[config.mk]
export PLATFORM = sky130hd
export DESIGN_NAME = key_conditioner
export DESIGN_NICKNAME = d
export VERILOG_FILES = /design/src/rtl/key_conditioner.sv
export SDC_FILE = /design/constraint.sdc
export NUM_CORES = 1
export LEC_CHECK = 0
export CELL_PAD_IN_SITES_DETAIL_PLACEMENT = 0
export CELL_PAD_IN_SITES_GLOBAL_PLACEMENT = 1
export CORE_MARGIN = 10
export CORE_UTILIZATION = 41
export DETAILED_ROUTE_END_ITERATION = 16
export MAX_ROUTING_LAYER = met4
export PLACE_DENSITY_LB_ADDON = 0.1
export RECOVER_POWER = 100
export SLEW_MARGIN = 20
export SYNTH_ARGS = -nofsm -noshare
export SYNTH_HDL_FRONTEND = slang
export SYNTH_SLANG_ARGS = --single-unit
[constraint.sdc]
create_clock -name sys_clk -period 2.7 [get_ports sys_clk]
set_input_delay 0.405 -clock sys_clk [delete_from_list [all_inputs] [get_ports sys_clk]]
set_output_delay 0.405 -clock sys_clk [all_outputs]
set_load 0.005 [all_outputs]
[src/rtl/key_conditioner.sv]
// Multi-channel push-button conditioner: 2-flop sync, debounce FSM, press/release pulses.
// Define KEY_AUTO_REPEAT_EN to add a held-key auto-repeat pulse train on key_repeat.
module key_conditioner #(
   parameter int N_KEYS       = 3,
   parameter int ACTIVE_LOW   = 1,
   parameter int DEBOUNCE_CYC = 500000,
   parameter int REPEAT_DLY   = 25000000,
   parameter int REPEAT_PER   = 5000000
) (
   input  logic              sys_clk,
   input  logic              rst_n,
   input  logic [N_KEYS-1:0] key_in,
   output logic [N_KEYS-1:0] key_level,
   output logic [N_KEYS-1:0] key_press,
   output logic [N_KEYS-1:0] key_release,
   output logic [N_KEYS-1:0] key_repeat
);

   localparam int            CW      = $clog2(DEBOUNCE_CYC);
   localparam logic [CW-1:0] DB_LAST = CW'(DEBOUNCE_CYC - 1);
   localparam logic          REL_VAL = (ACTIVE_LOW != 0);

`ifdef KEY_AUTO_REPEAT_EN
   localparam int            RMAX     = (REPEAT_DLY > REPEAT_PER) ? REPEAT_DLY : REPEAT_PER;
   localparam int            RW       = $clog2(RMAX);
   localparam logic [RW-1:0] DLY_LAST = RW'(REPEAT_DLY - 1);
   localparam logic [RW-1:0] PER_LAST = RW'(REPEAT_PER - 1);
`endif

   typedef enum logic [1:0] {
      UP,
      PRESS_CHK,
      DOWN,
      REL_CHK
   } state_t;

   if (DEBOUNCE_CYC < 2 || REPEAT_DLY < 2 || REPEAT_PER < 2) begin : g_param_check
      $error("key_conditioner: DEBOUNCE_CYC, REPEAT_DLY and REPEAT_PER must each be at least 2");
   end

   for (genvar i = 0; i < N_KEYS; i++) begin : g_key
      logic          sync_a;
      logic          sync_b;
      logic          p;
      state_t        state;
      logic [CW-1:0] cnt;
      logic          level_q;
      logic          press_q;
      logic          release_q;
      logic          accept_press;
      logic          accept_release;

      // Synchroniser resets to the released level so reset never looks like a press
      always_ff @(posedge sys_clk) begin
         if (!rst_n) begin
            sync_a <= REL_VAL;
            sync_b <= REL_VAL;
         end else begin
            sync_a <= key_in[i];
            sync_b <= sync_a;
         end
      end

      assign p              = sync_b ^ REL_VAL;
      assign accept_press   = (state == PRESS_CHK) && p && (cnt == DB_LAST);
      assign accept_release = (state == REL_CHK) && !p && (cnt == DB_LAST);

      // Debounce FSM: a change is accepted only after DEBOUNCE_CYC consecutive agreeing samples
      always_ff @(posedge sys_clk) begin
         if (!rst_n) begin
            state     <= UP;
            cnt       <= '0;
            level_q   <= 1'b0;
            press_q   <= 1'b0;
            release_q <= 1'b0;
         end else begin
            press_q   <= 1'b0;
            release_q <= 1'b0;
            case (state)
               UP: begin
                  level_q <= 1'b0;
                  if (p) begin
                     state <= PRESS_CHK;
                     cnt   <= CW'(1);
                  end
               end
               PRESS_CHK: begin
                  if (!p) begin
                     state <= UP;
                     cnt   <= '0;
                  end else if (accept_press) begin
                     state   <= DOWN;
                     cnt     <= '0;
                     level_q <= 1'b1;
                     press_q <= 1'b1;
                  end else begin
                     cnt <= cnt + 1'b1;
                  end
               end
               DOWN: begin
                  level_q <= 1'b1;
                  if (!p) begin
                     state <= REL_CHK;
                     cnt   <= CW'(1);
                  end
               end
               REL_CHK: begin
                  if (p) begin
                     state <= DOWN;
                     cnt   <= '0;
                  end else if (accept_release) begin
                     state     <= UP;
                     cnt       <= '0;
                     level_q   <= 1'b0;
                     release_q <= 1'b1;
                  end else begin
                     cnt <= cnt + 1'b1;
                  end
               end
               default: begin
                  state <= UP;
                  cnt   <= '0;
               end
            endcase
         end
      end

      assign key_level[i]   = level_q;
      assign key_press[i]   = press_q;
      assign key_release[i] = release_q;

`ifdef KEY_AUTO_REPEAT_EN
      logic          rep_q;
      logic          rep_armed;
      logic [RW-1:0] rcnt;

      // Repeat timer survives release bounces; a release accepted this cycle wins over a repeat
      always_ff @(posedge sys_clk) begin
         if (!rst_n) begin
            rep_q     <= 1'b0;
            rep_armed <= 1'b0;
            rcnt      <= '0;
         end else begin
            rep_q <= 1'b0;
            if (accept_press) begin
               rcnt      <= '0;
               rep_armed <= 1'b0;
            end else if ((state == DOWN || state == REL_CHK) && !accept_release) begin
               if (rcnt == (rep_armed ? PER_LAST : DLY_LAST)) begin
                  rep_q     <= 1'b1;
                  rcnt      <= '0;
                  rep_armed <= 1'b1;
               end else begin
                  rcnt <= rcnt + 1'b1;
               end
            end else begin
               rcnt      <= '0;
               rep_armed <= 1'b0;
            end
         end
      end

      assign key_repeat[i] = rep_q;
`else
      assign key_repeat[i] = 1'b0;
`endif
   end

endmodule

# Word-level counts from Yosys, hierarchy flattened
# Cells that the tools add are included.
# W data, S select, Z words.
[op_classes]
add_sub_neg = 3
n_eq_ne = 36
muxes = 63
n_bitwise = 7
reduce_logical = 30
[op_table]
columns = ["op", "count"]
rows = [
  ["$mux W19", 18],
  ["$pmux W19 S4", 3],
  ["$add A19 B1 Y19 const B", 3],
  ["$eq A19 B19 Y1 const B", 3],
  ["$mux W2", 18],
  ["$ne A2 B2 Y1 const B", 18],
  ["$pmux W2 S4", 3],
  ["$reduce_and A4 Y1", 6],
  ["$mux W1", 18],
  ["$ne A3 B3 Y1 const B", 6],
  ["$eq A2 B2 Y1 const B", 6],
  ["$logic_and A1 B1 Y1", 12],
  ["$pmux W1 S4", 3],
  ["$reduce_and A3 Y1", 3],
  ["$reduce_or A3 Y1", 3],
  ["$not A1 Y1", 7],
  ["$eq A2 B1 Y1 const B", 3],
  ["$logic_not A2 Y1", 3],
  ["$reduce_and A2 Y1", 3],
]
[word_totals]
reg_bits = 78
out_inout_bits = 12

# Depth between registers and ports, before layout
# Gate-level depths: netlist of the first run.
[logic_depth]
word_depth = 6
depth_mapped = 8

# Worst setup path after synthesis of the first run
# OpenSTA, ideal clock, no wires.
[synth_path]
path_type = "reg-to-reg"
start = "register g_key[1].state[0]"
end = "register g_key[1].cnt[8]"
setup_time_ns = 0.070
t_arrival_ns = 1.842
setup_slack_ns = 0.788
stages_incl_launch_ff = 8
period_less_slack_ns = 1.912
cell_sequence = "dfxtp_1 inv_1 ha_1 mux2_4 nor3_2 nand2_1 or4b_1 a21oi_1"
[synth_via]
elab_chain_cells = 6
[synth_lines]
columns = ["item", "line_no", "source"]
rows = [
  ["start, declared", "45", "state_t state;"],
  ["start signal, assigned", "71", "state <= UP;"],
  ["start signal, assigned", "83", "state <= PRESS_CHK;"],
  ["start signal, assigned", "89", "state <= UP;"],
  ["$eq A2 B2 Y1 or $eq A2 B1 Y1 (tied branches)", "66, 79, 65", ""],
  ["$logic_and A1 B1 Y1 (on tied branches) (2 in a row)", "66, 65", ""],
  ["$mux W19 (on tied branches)", "111, 91", ""],
  ["$mux W19 (on tied branches)", "108, 88", ""],
  ["$pmux W19 S4", "79", "case (state)"],
  ["end signal, assigned", "97", "cnt <= cnt + 1'b1;"],
  ["end signal, assigned", "117", "cnt <= cnt + 1'b1;"],
  ["end, declared", "46", "logic [CW-1:0] cnt;"],
]
# Parallel ways exist; a longest one is shown, timed or not.
# A chain may end at the register's enable or synchronous reset.

# Final worst setup path of the first run
[layout_path]
start = "register g_key[0].state[0]"
end = "register g_key[0].cnt[4]"
[layout_via]
elab_chain_cells = 6
[layout_lines]
columns = ["item", "line_no"]
rows = [
  ["start, declared", "45"],
  ["start signal, assigned", "71"],
  ["start signal, assigned", "83"],
  ["start signal, assigned", "89"],
  ["$eq A2 B2 Y1 or $eq A2 B1 Y1 (tied branches)", "66, 79, 65"],
  ["$logic_and A1 B1 Y1 (on tied branches) (2 in a row)", "66, 65"],
  ["$mux W19 (on tied branches)", "111, 91"],
  ["$mux W19 (on tied branches)", "108, 88"],
  ["$pmux W19 S4", "79"],
  ["end signal, assigned", "97"],
  ["end signal, assigned", "117"],
  ["end, declared", "46"],
]
# Parallel ways exist; a longest one is shown, timed or not.

==> impl_metrics.csv, run 1 <==
group,metric,value,unit
outcome,status,"finished, violations left",
outcome,violations,"capacitance limit",
synth,yosys_register_bits,78,
hold_path,hold_path.class,"register to register",
drt,vias,3992,
finish,fillCellCount,1076,
timing,rsz0062_at_grt,"false",
finish,area_growth_syn_to_layout,7.74,%
timing,fin_ws,253,ps
timing,setup_tns,0,ps
synth,synth_cell_type_count,66,
floorplan,fp.dieH,124,µm
clock_tree,cts_sinks,78,
place,pre_cts_ws,368,ps
grt,grt_pass1_wl,18500,µm
timing,fmax,409,MHz
timing,worst_pin_slew,1490,ps
clock_tree,clock_latency,370,ps
power_and_ir_drop,power.leakage,0.00166,µW
clock_tree,postCtsSetupRepairBufs,0,
timing,slew_violations,0,
critical_path,required,3000,ps
finish,drive_gt1_share,7.21,%
synth,async_flop_share,0,%
floorplan,std_cell_rows,37,
drt,drc_errors,0,
place,gp_congestion,0.902,
clock_tree,numCtsBuffers,9,
synth,postSynthAreaPerCell,8.34,µm²
synth,synth_top_family_by_area,"simple AND/OR/NAND/NOR gates",
floorplan,die_width,124,µm
synth,seq_area_frac_synth,35.1,%
synth,synthFlopType,"dfxtp_1",
clock_tree,root_buffer,"clkbuf_8",
run,max_cap_viol_count,1,
critical_path,path_class,"register to register",
drt,first_pass_iters,5,
synth,synthAdderAreaFrac,4.22,%
timing,fin_crit,2450,ps
finish,mostFrequentLayoutCell,"dfxtp_1",
clock_tree,cts_tree,"yes",
timing,relSlewSlack,0.472,%
timing,finalHoldViolCount,0,
clock_tree,cts_resized,0,
floorplan,dieArea,0.0154,mm²
synth,synth_compound_area_share,14.9,%
floorplan,core_area,0.0105,mm²
critical_path,crit_arrival,2750,ps
clock_tree,hold_buffers,0,
clock_tree,clk_pin_slew_worst_paths,90,ps
drt,wl,10800,µm
grt,antenna_found_initial,0,
timing,setup_viol,0,
drt,drt_iter0_drc,254,
synth,synthMuxAreaShare,3.38,%
floorplan,io_pins,17,
drt,antenna_left,0,
synth,synth_edf_count,0,
synth,synth_xor_area_share,2.96,%
timing,finClkSkew,11.5,ps
critical_path,startpoint_type,"register",
synth,yosys.area_share.simple,33.7,%
finish,final_cell_mix,"dfxtp_1 (78), nor2_1 (46), nand3_1 (45)",
timing,holdWs,414,ps
critical_path,cp-end-kind,"register",
clock_tree,cts-htree-levels,3,
finish,nets,556,
grt,grt_overflow,0,
synth,yosys_warnings,0,
finish,antenna_cells,0,
drt,wl_per_cell,15.9,µm
synth,syn_area,0.00444,mm²
grt,track_usage,15.1,%
drt,avgViaCountPerCell,5.90,
place,portBuffers,13,
timing,finalCritPeriodShare,90.6,%
power_and_ir_drop,powerDensity,642,mW/mm²
synth,synth_cells,533,
floorplan,start_util,42.5,%
grt,grt_pass1_vias,3754,
grt,grt_max_degree,36,
critical_path,crit_fanout,14,
place,hpwl,7590,µm
power_and_ir_drop,vdd_ir_drop_max,0.482,mV
clock_tree,clockBufferDepth,2,
synthesized netlist by cell type (all sizes together) (3+ instances only):
cell type | instances | share of area (%)
a21o | 3 | 0.70
a21oi | 24 | 2.7
a311oi | 4 | 0.93
a31oi | 7 | 0.99
and2 | 3 | 0.42
and3 | 7 | 0.99
buf | 21 | 3.0
clkbuf | 14 | 1.2
dfxtp | 78 | 35
ha | 15 | 4.2
inv | 17 | 1.4
mux2 | 5 | 1.4
mux2i | 9 | 2.0
nand2 | 43 | 3.6
nand2b | 9 | 1.3
nand3 | 45 | 5.1
nand3b | 10 | 1.7
nand4 | 27 | 3.8
nand4b | 4 | 0.79
nor2 | 46 | 3.9
nor3 | 11 | 1.4
nor3b | 6 | 1.0
nor4 | 19 | 4.0
o211ai | 9 | 1.5
o21a | 4 | 0.68
o21ai | 21 | 2.4
o311ai | 4 | 0.79
o32a | 5 | 1.1
or3 | 5 | 0.70
or4 | 10 | 1.7
or4b | 3 | 0.84
xnor2 | 8 | 1.6
xor2 | 7 | 1.4
stage by stage:
| stage | total power, µW | instance area, µm² | std cells | utilization [%] |
|---|---|---|---|---|
| 6_report | 3070 | 4790 | 677 | 45.8 |
| 3_3_place_gp | 2330 | 4650 | 661 | 44.5 |
| 5_1_grt | 3280 | 4790 | 677 | 45.8 |
| 2_1_floorplan | 2080 | 4450 | 535 | - |
| 4_1_cts | 3130 | 4820 | 677 | 46.0 |
| 3_5_place_dp | 2340 | 4650 | 661 | 44.5 |
cell families after synthesis:
| kind of cell | Yosys count |
|---|---|
| compound gates | 97 |
| xor+xnor | 15 |
| fa+ha+maj | 15 |
| buf+inv | 52 |
| flops | 78 |
| mux | 14 |
| other cells | 1 |
| simple gates | 261 |
path summary, 6_finish.rpt:
path | startpoint | end | slack, ps | depth (start not counted)
min | g_key[2].sync_a | g_key[2].sync_b | 410 | 1
max reg2reg | g_key[0].state[0] | g_key[0].cnt[4] | 250 | 7
max | g_key[0].state[0] | g_key[0].cnt[4] | 250 | 7
min reg2reg | g_key[2].sync_a | g_key[2].sync_b | 410 | 1
state kept, by name, summed over array words and instances (netlist names), named ones only:
signal           count
g_key.cnt           57
g_key.level_q        3
g_key.press_q        3
g_key.release_q      3
g_key.state          3
g_key.sync_a         3
g_key.sync_b         3
routing by layer:
metal | global-route usage (%) | part of all wire [%] | up-vias
met5 | - | 0 | -
met4 | 4.89 | 1.3 | 0
met3 | 3.71 | 4.4 | 13
met2 | 22.2 | 44 | 89
met1 | 20.0 | 50 | 1907
li1 | - | - | 1983
worst max-delay path, stage by stage, from the launching register on:
cell	delay, ps
dfxtp_1	420
inv_1	100
ha_1	250
mux2_1	490
nor2_1	180
o21ai_1	260
or3b_2	540
a21oi_1	140
where the power goes:
group / internal [µW] / switching (µW) / total (µW)
registers: 1230 / 90.6 / 1320
logic: 333 / 634 / 967
clock network: 327 / 454 / 780
area by class of cell:
cell class | count | area (µm²) | area share (%)
Multi-Input combinational cell | 405 | 2620 | 54.7
Sequential cell | 78 | 1560 | 32.6
Timing Repair Buffer | 25 | 206 | 4.31
Tap cell | 136 | 170 | 3.55
Clock buffer | 9 | 124 | 2.59
Inverter | 17 | 63.8 | 1.33
Clock inverter | 7 | 41.3 | 0.863
No activity file was read; power rests on OpenSTA's default activity.
==> inputs of run 2 (changes only) <==
--- a/config.mk
+++ b/config.mk
@@ -8,7 +8,7 @@
 export CELL_PAD_IN_SITES_DETAIL_PLACEMENT = 0
 export CELL_PAD_IN_SITES_GLOBAL_PLACEMENT = 1
 export CORE_MARGIN = 10
-export CORE_UTILIZATION = 41
+export CORE_UTILIZATION = 40
 export DETAILED_ROUTE_END_ITERATION = 16
 export MAX_ROUTING_LAYER = met4
 export PLACE_DENSITY_LB_ADDON = 0.1
==> impl_metrics.csv, run 2 (synthesized netlist as in run 1, its figures left out) <==
group,metric,value,unit
place,dpl_cell_area,0.00464,mm²
power_and_ir_drop,p_total,3250,µW
timing,rsz0062_at_grt,"false",
power_and_ir_drop,p_comb_share,30.9,%
grt,grt_pass1_wl,18400,µm
floorplan,start_util,41.0,%
drt,drc_errors,0,
finish,final_util,44.4,%
drt,wl_per_cell,15.7,µm
critical_path,required,3010,ps
hold_path,holdPathStages,1,
clock_tree,postCtsSetupRepairBufs,0,
timing,fin_crit,2430,ps
clock_tree,hold_buffers,0,
clock_tree,root_buffer,"clkbuf_8",
drt,first_pass_iters,8,
grt,grt_max_degree,69,
clock_tree,cts_resized,0,
outcome,status,"complete, no violations",
grt,track_usage,14.3,%
clock_tree,clk_pin_slew_worst_paths,80,ps
clock_tree,cts-htree-levels,3,
floorplan,core_area,0.0108,mm²
power_and_ir_drop,power_switching_share,36.6,%
finish,final_cells,679,
timing,setup_viol,0,
timing,slew_violations,0,
clock_tree,clock_latency,380,ps
place,dpl.cell_count,663,
power_and_ir_drop,pwr-share-seq,40.5,%
grt,antenna_found_initial,0,
floorplan,std_cell_rows,38,
power_and_ir_drop,p_int,2060,µW
place,portBuffers,13,
place,gp_congestion,0.915,
timing,fmax,411,MHz
finish,nets,554,
finish,design_area,0.00482,mm²
finish,area_growth_syn_to_layout,8.39,%
place,hpwl,7450,µm
timing,finClkSkew,9.17,ps
drt,vias,3935,
floorplan,dieArea,0.0157,mm²
power_and_ir_drop,clockPowerShare,28.6,%
timing,finalCritPeriodShare,90.2,%
clock_tree,clockBufferDepth,2,
critical_path,crit_arrival,2740,ps
power_and_ir_drop,powerDensity,676,mW/mm²
critical_path,crit_fanout,14,
finish,fillCellCount,1089,
power_and_ir_drop,switchingPower,1190,µW
run,max_cap_viol_count,0,
timing,finalHoldViolCount,0,
floorplan,die_width,125,µm
finish,regArea,0.00156,mm²
timing,setup_tns,0,ps
finish,antenna_cells,0,
grt,grt_pass1_vias,3632,
finish,final_cell_mix,"dfxtp_1 (78), nor2_1 (46), nand3_1 (45)",
finish,mostFrequentLayoutCell,"dfxtp_1",
floorplan,io_pins,17,
drt,wl,10700,µm
power_and_ir_drop,vdd_ir_drop_max,0.437,mV
drt,avgViaCountPerCell,5.80,
drt,antenna_left,0,
power_and_ir_drop,power.leakage,0.00165,µW
timing,worst_pin_slew,1350,ps
finish,multi_input_area,0.00262,mm²
floorplan,fp.dieH,125,µm
drt,drt_iter0_drc,336,
clock_tree,numCtsBuffers,9,
finish,largest_reg_flops,57,
grt,grt_overflow,0,
critical_path,startpoint_type,"register",
critical_path,path_class,"register to register",
finish,drive_gt1_share,6.86,%
hold_path,hold_path.class,"register to register",
finish,largest_register,"g_key.cnt",
timing,relSlewSlack,9.93,%
critical_path,reg2reg_depth,7,
clock_tree,cts_tree,"yes",
clock_tree,cts_sinks,78,
critical_path,cp-end-kind,"register",
==> run 2: path summary, 6_finish.rpt <==
check / from / end / slack, ps
hold / removal: g_key[2].sync_a / g_key[2].sync_b / 420
hold reg to reg: g_key[2].sync_a / g_key[2].sync_b / 420
setup / recovery: g_key[0].state[0] / g_key[0].cnt[4] / 270
setup reg to reg: g_key[0].state[0] / g_key[0].cnt[4] / 270
==> run 2: area by class of cell <==
cell class	count	area share, %
tap	140	3.64
inverter	17	1.33
sequential	78	32.4
timing repair buffer	23	3.92
clock inverter	4	1.14
clock buffer	12	3.22
multi-input combinational	405	54.3
==> run 2: critical path: stages (launching register included) <==
cell	delay (ps)
dfxtp_1	430
inv_1	100
ha_1	240
mux2_1	500
nor2_1	160
o21ai_1	250
or3b_2	540
a21oi_1	140
==> run 2: routing by layer <==
layer	vias to the layer above	global-route usage [%]	part of all wire [%]
met1	1863	18.4	50
met2	79	20.7	43
met3	14	4.44	5.0
li1	1979	-	-
met4	0	4.47	1.4
met5	-	-	0
==> run 2: power by group through the flow <==
stage | clock (µW) | sequential (µW) | combinational, µW
floorplan | 0 | 1330 | 754
global placement | 0 | 1340 | 1010
detailed placement | 0 | 1340 | 1020
CTS | 973 | 1320 | 1030
global route | 1010 | 1330 | 1140
finish | 932 | 1320 | 1010
==> run 2: metrics by stage <==
stage                     worst slack, ps  hold slack [ps]
after detailed placement              338              400
after global placement                428              391
after CTS                             302              420
final                                 266              416
after floorplan                       788              386
after global routing                 80.8              439
==> inputs of run 3 (changes only) <==
--- a/config.mk
+++ b/config.mk
@@ -5,7 +5,7 @@
 export SDC_FILE = /design/constraint.sdc
 export NUM_CORES = 1
 export LEC_CHECK = 0
-export CELL_PAD_IN_SITES_DETAIL_PLACEMENT = 0
+export CELL_PAD_IN_SITES_DETAIL_PLACEMENT = 1
 export CELL_PAD_IN_SITES_GLOBAL_PLACEMENT = 1
 export CORE_MARGIN = 10
 export CORE_UTILIZATION = 40
==> impl_metrics.csv, run 3 (synthesized netlist as in run 1, its figures left out) <==
group,metric,value,unit
drt,wl_per_cell,17.7,µm
finish,largest_reg_flops,57,
timing,fin_crit,2450,ps
power_and_ir_drop,clockPowerShare,28.1,%
clock_tree,postCtsSetupRepairBufs,0,
power_and_ir_drop,powerDensity,681,mW/mm²
power_and_ir_drop,pwr-share-seq,40.3,%
finish,largest_register,"g_key.cnt",
timing,slew_violations,0,
critical_path,crit_arrival,2770,ps
power_and_ir_drop,p_int,2040,µW
critical_path,required,3010,ps
power_and_ir_drop,power_switching_share,37.6,%
critical_path,cp.buffers_inverters,1,
finish,antenna_cells,0,
clock_tree,cts_tree,"yes",
critical_path,worst-path-stages,7,
floorplan,die_width,125,µm
finish,drive_gt1_share,7.24,%
timing,rsz0062_at_grt,"false",
drt,first_pass_iters,4,
floorplan,fp.dieH,125,µm
clock_tree,cts-htree-levels,3,
critical_path,crit_fanout,17,
grt,antenna_found_initial,0,
finish,design_area,0.00481,mm²
timing,setup_tns,0,ps
timing,finalHoldViolCount,0,
floorplan,start_util,41.0,%
finish,fillCellCount,1288,
outcome,status,"complete, no violations",
place,hpwl,8520,µm
floorplan,std_cell_rows,38,
hold_path,holdPathStages,1,
clock_tree,clockBufferDepth,2,
floorplan,io_pins,17,
grt,grt_overflow,0,
clock_tree,cts_resized,0,
finish,mostFrequentLayoutCell,"dfxtp_1",
drt,drc_errors,0,
floorplan,dieArea,0.0157,mm²
critical_path,reg2reg_depth,7,
clock_tree,cts_sinks,78,
power_and_ir_drop,p_comb_share,31.6,%
drt,vias,4015,
clock_tree,root_buffer,"clkbuf_8",
timing,finClkSkew,13.0,ps
power_and_ir_drop,switchingPower,1230,µW
run,max_cap_viol_count,0,
place,portBuffers,13,
drt,avgViaCountPerCell,5.91,
hold_path,hold_path.class,"register to register",
critical_path,critPathMaxStageDelay,450,ps
critical_path,crit_chain,"inv_1, ha_1, mux2_2, nor2_1, o21ai_1, or3_1, a21oi_1",
place,dpl_cell_area,0.00464,mm²
power_and_ir_drop,power.leakage,0.00166,µW
grt,grt_pass1_wl,20700,µm
drt,drt_iter0_drc,205,
finish,area_growth_syn_to_layout,8.22,%
timing,worst_pin_slew,1390,ps
timing,holdWs,421,ps
grt,grt_max_degree,69,
critical_path,reg2reg_slack,250,ps
clock_tree,hold_buffers,0,
floorplan,core_area,0.0108,mm²
clock_tree,clock_latency,380,ps
critical_path,cp-end-kind,"register",
critical_path,startpoint_type,"register",
drt,antenna_left,0,
clock_tree,clk_pin_slew_worst_paths,90,ps
drt,wl,12000,µm
finish,final_cell_mix,"dfxtp_1 (78), nor2_1 (46), nand3_1 (45)",
timing,setup_viol,0,
clock_tree,numCtsBuffers,9,
power_and_ir_drop,vdd_ir_drop_max,0.360,mV
critical_path,path_class,"register to register",
timing,fmax,408,MHz
grt,track_usage,16.0,%
critical_path,critical-path-top-delay-family,"simple AND/OR/NAND/NOR gates",
timing,relSlewSlack,7.13,%
grt,grt_pass1_vias,4125,
critical_path,crit_slowest_cell,"or3_1",
timing,finalCritPeriodShare,90.8,%
finish,nets,554,
place,gp_congestion,0.915,
==> run 3: changes by cell type in the layout (fill, tap and decap cells not counted), sizes merged <==
cell,before,now
clkinv,2,1
clkbuf,16,18
bufinv,1,0
==> run 3: worst reg2reg max path, delay by kind of cell (launching register included) <==
kind | cells | cell delay [ps]
AOI/OAI and AO/OA | 2 | 480
DFF | 1 | 440
adders and majority gates | 1 | 240
and+or+nand+nor | 2 | 720
buffers and inverters | 1 | 100
muxes | 1 | 420
==> run 3: layout make-up <==
type / count / area [µm²] / area share (%)
multi-input combinational: 405 / 2610 / 54.4
tap: 140 / 175 / 3.64
sequential: 78 / 1560 / 32.5
clock inverter: 2 / 12.5 / 0.260
clock buffer: 14 / 193 / 4.01
inverter: 17 / 63.8 / 1.33
timing repair buffer: 23 / 189 / 3.93
==> run 3: worst paths after layout <==
check / from / to
worst max-delay path: g_key[2].state[0] / g_key[2].cnt[9]
worst min-delay path: g_key[2].sync_a / g_key[2].sync_b
worst max register to register: g_key[2].state[0] / g_key[2].cnt[9]
worst min register to register: g_key[2].sync_a / g_key[2].sync_b
==> run 3: power groups by stage <==
stage          clock (µW)  combinational (µW)  sequential [µW]
2_1_floorplan           0                 754             1330
3_3_place_gp            0                1010             1340
3_5_place_dp            0                1060             1350
4_1_cts               939                1060             1320
5_1_grt               990                1170             1340
6_report              920                1030             1320
==> run 3: layer usage <==
layer | vias to the layer above | part of all wire (%) | track usage (%)
li1 | 1973 | - | -
met1 | 1982 | 50 | 20.4
met2 | 44 | 46 | 24.2
met3 | 16 | 2.8 | 3.08
met4 | 0 | 1.7 | 6.50
met5 | - | 0 | -
==> run 3: through the flow <==
stage	util, %	power [µW]	cells	setup slack, ps
after floorplan	-	2080	535	788
after global placement	42.8	2350	663	428
after detailed placement	42.8	2400	663	278
after CTS	44.7	3320	679	241
after global routing	44.4	3500	679	83.4
final	44.4	3270	679	248
